## src/rtl/iter_divider_if.sv

```systemverilog
// Request/result bundle between the EX stage (master) and the iterative divider (slave).
interface iter_divider_if #(
  parameter int unsigned WIDTH = 32
);
  logic             start;
  logic             signed_op;
  logic [WIDTH-1:0] dividend;
  logic [WIDTH-1:0] divisor;
  logic             busy;
  logic             done;
  logic [WIDTH-1:0] quotient;
  logic [WIDTH-1:0] remainder;
  logic             div_by_zero;

  modport master (
    output start, signed_op, dividend, divisor,
    input  busy, done, quotient, remainder, div_by_zero
  );

  modport slave (
    input  start, signed_op, dividend, divisor,
    output busy, done, quotient, remainder, div_by_zero
  );
endinterface

```

## src/rtl/iter_divider.sv

```systemverilog
// Restoring divider, one quotient bit per clock, for DIV/DIVU/REM/REMU.
// busy/done are registered from the current state, so they trail the FSM by one cycle.
module iter_divider #(
  parameter int unsigned WIDTH = 32,
  parameter int unsigned CNT_W = 6
) (
  input  logic           clk,
  input  logic           rst_n,
  iter_divider_if.slave  bus
);

  typedef enum logic [1:0] {IDLE, CALC, FIX, DONE} state_e;

  localparam logic [CNT_W-1:0] LAST_STEP = CNT_W'(WIDTH - 1);

  state_e           state_q, state_d;
  logic [CNT_W-1:0] cnt_q, cnt_d;
  logic [WIDTH-1:0] rem_q, rem_d;
  logic [WIDTH-1:0] dvd_q, dvd_d;
  logic [WIDTH-1:0] dsr_q, dsr_d;
  logic [WIDTH-1:0] quo_q, quo_d;
  logic [WIDTH-1:0] rmd_q, rmd_d;
  logic             q_neg_q, q_neg_d;
  logic             r_neg_q, r_neg_d;
  logic             dbz_q, dbz_d;
  logic             busy_q, busy_d;
  logic             done_q, done_d;

  logic             accept;
  logic [WIDTH-1:0] dvd_abs;
  logic [WIDTH-1:0] dsr_abs;
  logic [WIDTH-1:0] rem_sh;
  logic [WIDTH:0]   diff_ext;
  logic             borrow;

  always_comb begin
    accept   = bus.start && ((state_q == IDLE) || (state_q == DONE));
    dvd_abs  = (bus.signed_op && bus.dividend[WIDTH-1]) ? -bus.dividend : bus.dividend;
    dsr_abs  = (bus.signed_op && bus.divisor[WIDTH-1])  ? -bus.divisor  : bus.divisor;
    rem_sh   = {rem_q[WIDTH-2:0], dvd_q[WIDTH-1]};
    diff_ext = {1'b0, rem_sh} - {1'b0, dsr_q};
    borrow   = diff_ext[WIDTH];

    state_d  = state_q;
    cnt_d    = cnt_q;
    rem_d    = rem_q;
    dvd_d    = dvd_q;
    dsr_d    = dsr_q;
    quo_d    = quo_q;
    rmd_d    = rmd_q;
    q_neg_d  = q_neg_q;
    r_neg_d  = r_neg_q;
    dbz_d    = dbz_q;
    busy_d   = (state_q == CALC) || (state_q == FIX);
    done_d   = (state_q == DONE);

    unique case (state_q)
      IDLE, DONE: begin
        state_d = IDLE;
        if (accept) begin
          cnt_d   = '0;
          dsr_d   = dsr_abs;
          q_neg_d = bus.signed_op && (bus.dividend[WIDTH-1] ^ bus.divisor[WIDTH-1]);
          r_neg_d = bus.signed_op && bus.dividend[WIDTH-1];
          if (bus.divisor == '0) begin
            // Park the raw dividend in rem so FIX can return it untouched.
            state_d = FIX;
            rem_d   = bus.dividend;
            dvd_d   = '0;
          end else begin
            state_d = CALC;
            rem_d   = '0;
            dvd_d   = dvd_abs;
          end
        end
      end
      CALC: begin
        // dvd shifts out dividend bits at the top and collects quotient bits at the bottom.
        rem_d = borrow ? rem_sh : diff_ext[WIDTH-1:0];
        dvd_d = {dvd_q[WIDTH-2:0], ~borrow};
        cnt_d = cnt_q + CNT_W'(1);
        if (cnt_q == LAST_STEP) begin
          state_d = FIX;
        end
      end
      FIX: begin
        state_d = DONE;
        if (dsr_q == '0) begin
          quo_d = '1;
          rmd_d = rem_q;
          dbz_d = 1'b1;
        end else begin
          quo_d = q_neg_q ? -dvd_q : dvd_q;
          rmd_d = r_neg_q ? -rem_q : rem_q;
          dbz_d = 1'b0;
        end
      end
      default: state_d = IDLE;
    endcase
  end

  always_ff @(posedge clk or negedge rst_n) begin
    if (!rst_n) begin
      state_q <= IDLE;
      cnt_q   <= '0;
      rem_q   <= '0;
      dvd_q   <= '0;
      dsr_q   <= '0;
      quo_q   <= '0;
      rmd_q   <= '0;
      q_neg_q <= 1'b0;
      r_neg_q <= 1'b0;
      dbz_q   <= 1'b0;
      busy_q  <= 1'b0;
      done_q  <= 1'b0;
    end else begin
      state_q <= state_d;
      cnt_q   <= cnt_d;
      rem_q   <= rem_d;
      dvd_q   <= dvd_d;
      dsr_q   <= dsr_d;
      quo_q   <= quo_d;
      rmd_q   <= rmd_d;
      q_neg_q <= q_neg_d;
      r_neg_q <= r_neg_d;
      dbz_q   <= dbz_d;
      busy_q  <= busy_d;
      done_q  <= done_d;
    end
  end

  assign bus.busy        = busy_q;
  assign bus.done        = done_q;
  assign bus.quotient    = quo_q;
  assign bus.remainder   = rmd_q;
  assign bus.div_by_zero = dbz_q;

endmodule

```

## src/flat_wrapper.sv

```systemverilog
// flat-port wrapper written by rule: the top's interface ports become plain ports
module iter_divider_flat 
#(
  parameter int unsigned WIDTH = 32,
  parameter int unsigned CNT_W = 6
)
  (clk, rst_n, bus_start, bus_signed_op, bus_dividend, bus_divisor, bus_busy, bus_done, bus_quotient, bus_remainder, bus_div_by_zero);
  iter_divider_if #(.WIDTH(WIDTH)) bus_i ();
  input  logic clk;
  input  logic rst_n;
  input wire logic [$bits(bus_i.start)-1:0] bus_start;
  input wire logic [$bits(bus_i.signed_op)-1:0] bus_signed_op;
  input wire logic [$bits(bus_i.dividend)-1:0] bus_dividend;
  input wire logic [$bits(bus_i.divisor)-1:0] bus_divisor;
  output wire logic [$bits(bus_i.busy)-1:0] bus_busy;
  output wire logic [$bits(bus_i.done)-1:0] bus_done;
  output wire logic [$bits(bus_i.quotient)-1:0] bus_quotient;
  output wire logic [$bits(bus_i.remainder)-1:0] bus_remainder;
  output wire logic [$bits(bus_i.div_by_zero)-1:0] bus_div_by_zero;
  assign bus_i.start = bus_start;
  assign bus_i.signed_op = bus_signed_op;
  assign bus_i.dividend = bus_dividend;
  assign bus_i.divisor = bus_divisor;
  assign bus_busy = bus_i.busy;
  assign bus_done = bus_i.done;
  assign bus_quotient = bus_i.quotient;
  assign bus_remainder = bus_i.remainder;
  assign bus_div_by_zero = bus_i.div_by_zero;
  iter_divider #(.WIDTH(WIDTH), .CNT_W(CNT_W)) u_core (.clk(clk), .rst_n(rst_n), .bus(bus_i));
endmodule
```

## config.mk

```make
export PLATFORM = sky130hd
export DESIGN_NAME = iter_divider_flat
export DESIGN_NICKNAME = d
export VERILOG_FILES = /design/src/rtl/iter_divider_if.sv /design/src/rtl/iter_divider.sv /design/src/flat_wrapper.sv
export SDC_FILE = /design/constraint.sdc
export NUM_CORES = 1
export LEC_CHECK = 0
export BUFFER_PORTS_ARGS = -buffer_cell sky130_fd_sc_hd__clkbuf_2
export CORE_MARGIN = 4
export CORE_UTILIZATION = 60
export CTS_CLUSTER_SIZE = 12
export DETAILED_ROUTE_END_ITERATION = 7
export GPL_ROUTABILITY_DRIVEN = 0
export HOLD_SLACK_MARGIN = 0.1
export PLACE_DENSITY = 0.82
export SLEW_MARGIN = 10
export SYNTH_ARGS = -nofsm -noshare
export SYNTH_HDL_FRONTEND = slang
export SYNTH_SLANG_ARGS = --single-unit
```

## constraint.sdc

```tcl
create_clock -name clk -period 4 [get_ports clk]
set_clock_uncertainty 0.1 [all_clocks]
set_input_delay 0.2 -clock clk [delete_from_list [all_inputs] [get_ports clk]]
set_output_delay 0.2 -clock clk [all_outputs]
set_load 0.005 [all_outputs]
```

==> flow_summary.json <==
{
  "number_of_register_bits_inferred_by_synthesis": 173,
  "synth_simple_gate_area_share_pct": 18.9,
  "final_setup_fails": 0,
  "power.density_cell_area_nw_per_um2": 938,
  "antenna_cells": 0,
  "synth_enable_flop_cells": 0,
  "most-common-layout-cells": "dfrtp_1 (173), a21oi_1 (167), nand2_1 (147), nor2_1 (137), clkbuf_2 (133)",
  "cts_buffer_depth": 2,
  "post_route_cells_drive_above_1_share_pct": 13.7,
  "clk_transition_reported_paths_ns": 0.07,
  "arrival_time_reported_for_the_critical_path_endpoint_ns": 3.86,
  "synth_mux_area_share_pct": 1.45,
  "highest_layer": "met4",
  "critPathLaunchType": "flip-flop",
  "cts_inserted_buffers": 17,
  "adder_and_majority_gate_portion_of_the_synthesized_area_pct": 4.38,
  "timing.critical_path.to_type": "flip-flop",
  "final_hold_viol_count": 0,
  "synth.lib_cells_used.distinct": 67,
  "yosysWarnings": 0,
  "clock_sinks": 173,
  "synth.cell_area_um2": 11900,
  "outcome": "finished, final reports clean",
  "layout.filler_cells": 1484,
  "core_um2": 19500,
  "timing.slew.headroom_pct": 28.4,
  "num_vias": 11662,
  "max_cap_viol_count": 0,
  "dr.pass1.iters": 6,
  "drtAntennaViolNets": 0,
  "average_cell_area_after_synthesis_um2": 8.24,
  "synth-async-reset-ratio_pct": 100,
  "max-vdd-ir-drop_mv": 0.525,
  "grt_remaining_overflow": 0,
  "nNetsFinal": 1707,
  "post_cts_buffers": 0,
  "detail_route.vias_per_cell": 6.22,
  "yosys.area.top_type": "dfrtp_1",
  "worst-slew-pin-transition_ns": 1.07,
  "detail_route.wirelength_um": 35100,
  "grt_first_pass_wirelength_um": 57500,
  "tritoncts": "yes",
  "synth_top_area_share_pct": 36.4,
  "synth_compound_gate_area_share_pct": 23.8,
  "avgRoutedWirePerCell_um": 18.7,
  "setup_tns_ns": 0,
  "cts_htree_levels": 4,
  "die_height_um": 149,
  "first_global_vias": 11031,
  "die_area_um2": 22100,
  "ys_dominant_reg_cell": "dfrtp_1",
  "row_count": 51,
  "setup_repair_after_global_routing_missed_its_margin": "false",
  "mostFrequentLayoutCell": "dfrtp_1",
  "worst-path-max-fanout": 22,
  "area_delta_synth_final_pct": 17.5,
  "hp-class": "in2reg",
  "timing.setup.critical_path_class": "reg2reg",
  "floorplan.die.width_um": 149,
  "synth_nets": 1552,
  "timing.fmax_ghz": 0.276,
  "ys_top_cells_by_area": "dfrtp_1 (36%), a21oi_1 (7.1%), xor2_1 (6.3%), o21ai_0 (5.2%), nand2_1 (4.7%)",
  "dominant_combinational_cell_family_by_area_after_synthesis": "compound AO/OA/AOI/OAI gates",
  "routedLengthMet1_um": 14700,
  "critical_path_required_ns": 4.25,
  "dr.first_iter.drc_count": 1452,
  "timing_max_transition_violations_final": 0,
  "postLayoutCellArea_um2": 14000,
  "remaining_drc_errors": 0,
  "globalRouteTotalUtil_pct": 32.3,
  "antenna_found_initial": 0,
  "worst_skew_pair_latency_ns": 0.44,
  "yosysSeqAreaShare_pct": 36.4,
  "grt_start_max_net_pins": 98,
  "syn-instance-count": 1443,
  "numPortBuffers": 134,
  "dp_hpwl_um": 25300,
  "total_leakage_power_nw": 5.97,
  "met2WireLength_um": 15400,
  "min_period_ns": 3.62,
  "routed-wl-met3_um": 3870,
  "synth-xor-area-share_pct": 10.3,
  "post_dp_cell_area_um2": 12800,
  "final.period_utilization_pct": 90.4,
  "clk_root_buffer_cell": "clkbuf_16",
  "initial_utilization_pct": 61.1,
  "top_ports": 135
}
-- repair_timing --
action / in CTS / in global routing
hold endpoints to repair: 159 / 0
setup endpoints to repair: 0 / 12
resized for setup: 0 / 1
hold buffers: 59 / 0
-- path summary, 6_finish.rpt --
check	from	endpoint	slack [ns]	cells past startpoint
max in group asynchronous	rst_n	u_core.dsr_q[27]$_DFFE_PN0P_	2.54	3
setup reg to reg	u_core.dsr_q[0]$_DFFE_PN0P_	u_core.rem_q[30]$_DFFE_PN0P_	0.38	10
setup / recovery	u_core.dsr_q[0]$_DFFE_PN0P_	u_core.rem_q[30]$_DFFE_PN0P_	0.38	10
hold reg to reg	u_core.r_neg_q$_DFFE_PN0P_	u_core.r_neg_q$_DFFE_PN0P_	0.41	2
hold / removal	bus_dividend[16]	u_core.rem_q[16]$_DFFE_PN0P_	0.11	4
min in group asynchronous	rst_n	u_core.bus.quotient[4]$_DFFE_PN0P_	0.33	2
-- cells by family (layout without fill, tap and decap cells) --
group	count (synthesis)	after routing
xor gates and xnor gates	140	140
DFF	173	173
adders and majority gates	41	41
AOI/OAI and AO/OA	464	464
buffers and inverters	139	307
muxes	17	17
and+or+nand+nor	469	469
-- routing by layer --
metal  vias to the layer above  global-route usage [%]
met3                        85                    5.99
met5                         -                       0
li1                       5484                       -
met1                      5461                    46.3
met2                       632                    49.7
met4                         0                    11.1
-- cell usage after synthesis, types with 5 or more instances --
cell / count
a21o_1: 10
a211oi_1: 13
o21a_1: 6
a31oi_1: 24
or4_4: 5
a21oi_1: 168
nor3_1: 29
o31ai_1: 36
o22ai_1: 5
ha_1: 40
dfrtp_1: 173
mux2i_1: 15
nor3b_1: 6
clkbuf_1: 67
xnor2_1: 54
o41ai_1: 12
nand4_1: 12
o21ai_0: 123
and2_1: 9
nand2_1: 148
nor2b_1: 9
o31a_1: 5
or4_1: 15
inv_1: 61
or2_2: 6
nor4_1: 21
o211ai_1: 15
nand3_1: 21
or3_1: 16
o22a_1: 11
nand2b_1: 12
and3_1: 13
nor2_1: 139
xor2_1: 86
-- metrics by stage --
step / util, % / power [mW] / setup slack [ns] / instances / hold WS (ns)
2_1_floorplan: - / 8.92 / 0.825 / 1443 / -0.196
3_3_place_gp: 65.7 / 10.9 / 0.327 / 1785 / 0.251
3_5_place_dp: 65.7 / 11.1 / 0.174 / 1785 / 0.259
4_1_cts: 71.8 / 12.9 / 0.159 / 1876 / 0.100
5_1_grt: 71.8 / 14.1 / 0.147 / 1876 / 0.112
6_report: 71.8 / 13.1 / 0.383 / 1876 / 0.108
-- cell type report --
| cell class | count | area [um^2] | share of cell area (%) |
|---|---|---|---|
| Multi-Input combinational cell | 1131 | 7040 | 50.4 |
| Sequential cell | 173 | 4330 | 31.0 |
| Timing Repair Buffer | 214 | 1440 | 10.3 |
| Clock buffer | 17 | 425 | 3.05 |
| Tap cell | 265 | 332 | 2.37 |
| Inverter | 61 | 229 | 1.64 |
| Clock inverter | 15 | 171 | 1.23 |
-- flip-flops by register name, summed over array words and instances (netlist names), 2 cells and up --
| name | flops |
|---|---|
| u_core.bus.quotient | 32 |
| u_core.bus.remainder | 32 |
| u_core.cnt_q | 6 |
| u_core.dsr_q | 32 |
| u_core.dvd_q | 32 |
| u_core.rem_q | 32 |
| u_core.state_q | 2 |
-- where the power goes --
group	internal (mW)	switching, mW	total, mW
clock	0.891	0.793	1.68
sequential	2.63	0.972	3.60
combinational	3.07	4.75	7.82
total	6.59	6.52	13.1
-- critical path: stages (launching register included) --
cell	delay, ns
dfrtp_1	0.43
ha_1	0.24
fa_1	0.40
nand2b_1	0.18
a21oi_1	0.15
o21ai_0	0.25
o31a_1	0.40
a211oi_2	0.37
or2_2	0.51
a41oi_1	0.22
a211oi_1	0.27
No activity file was read; power rests on OpenSTA's default activity.
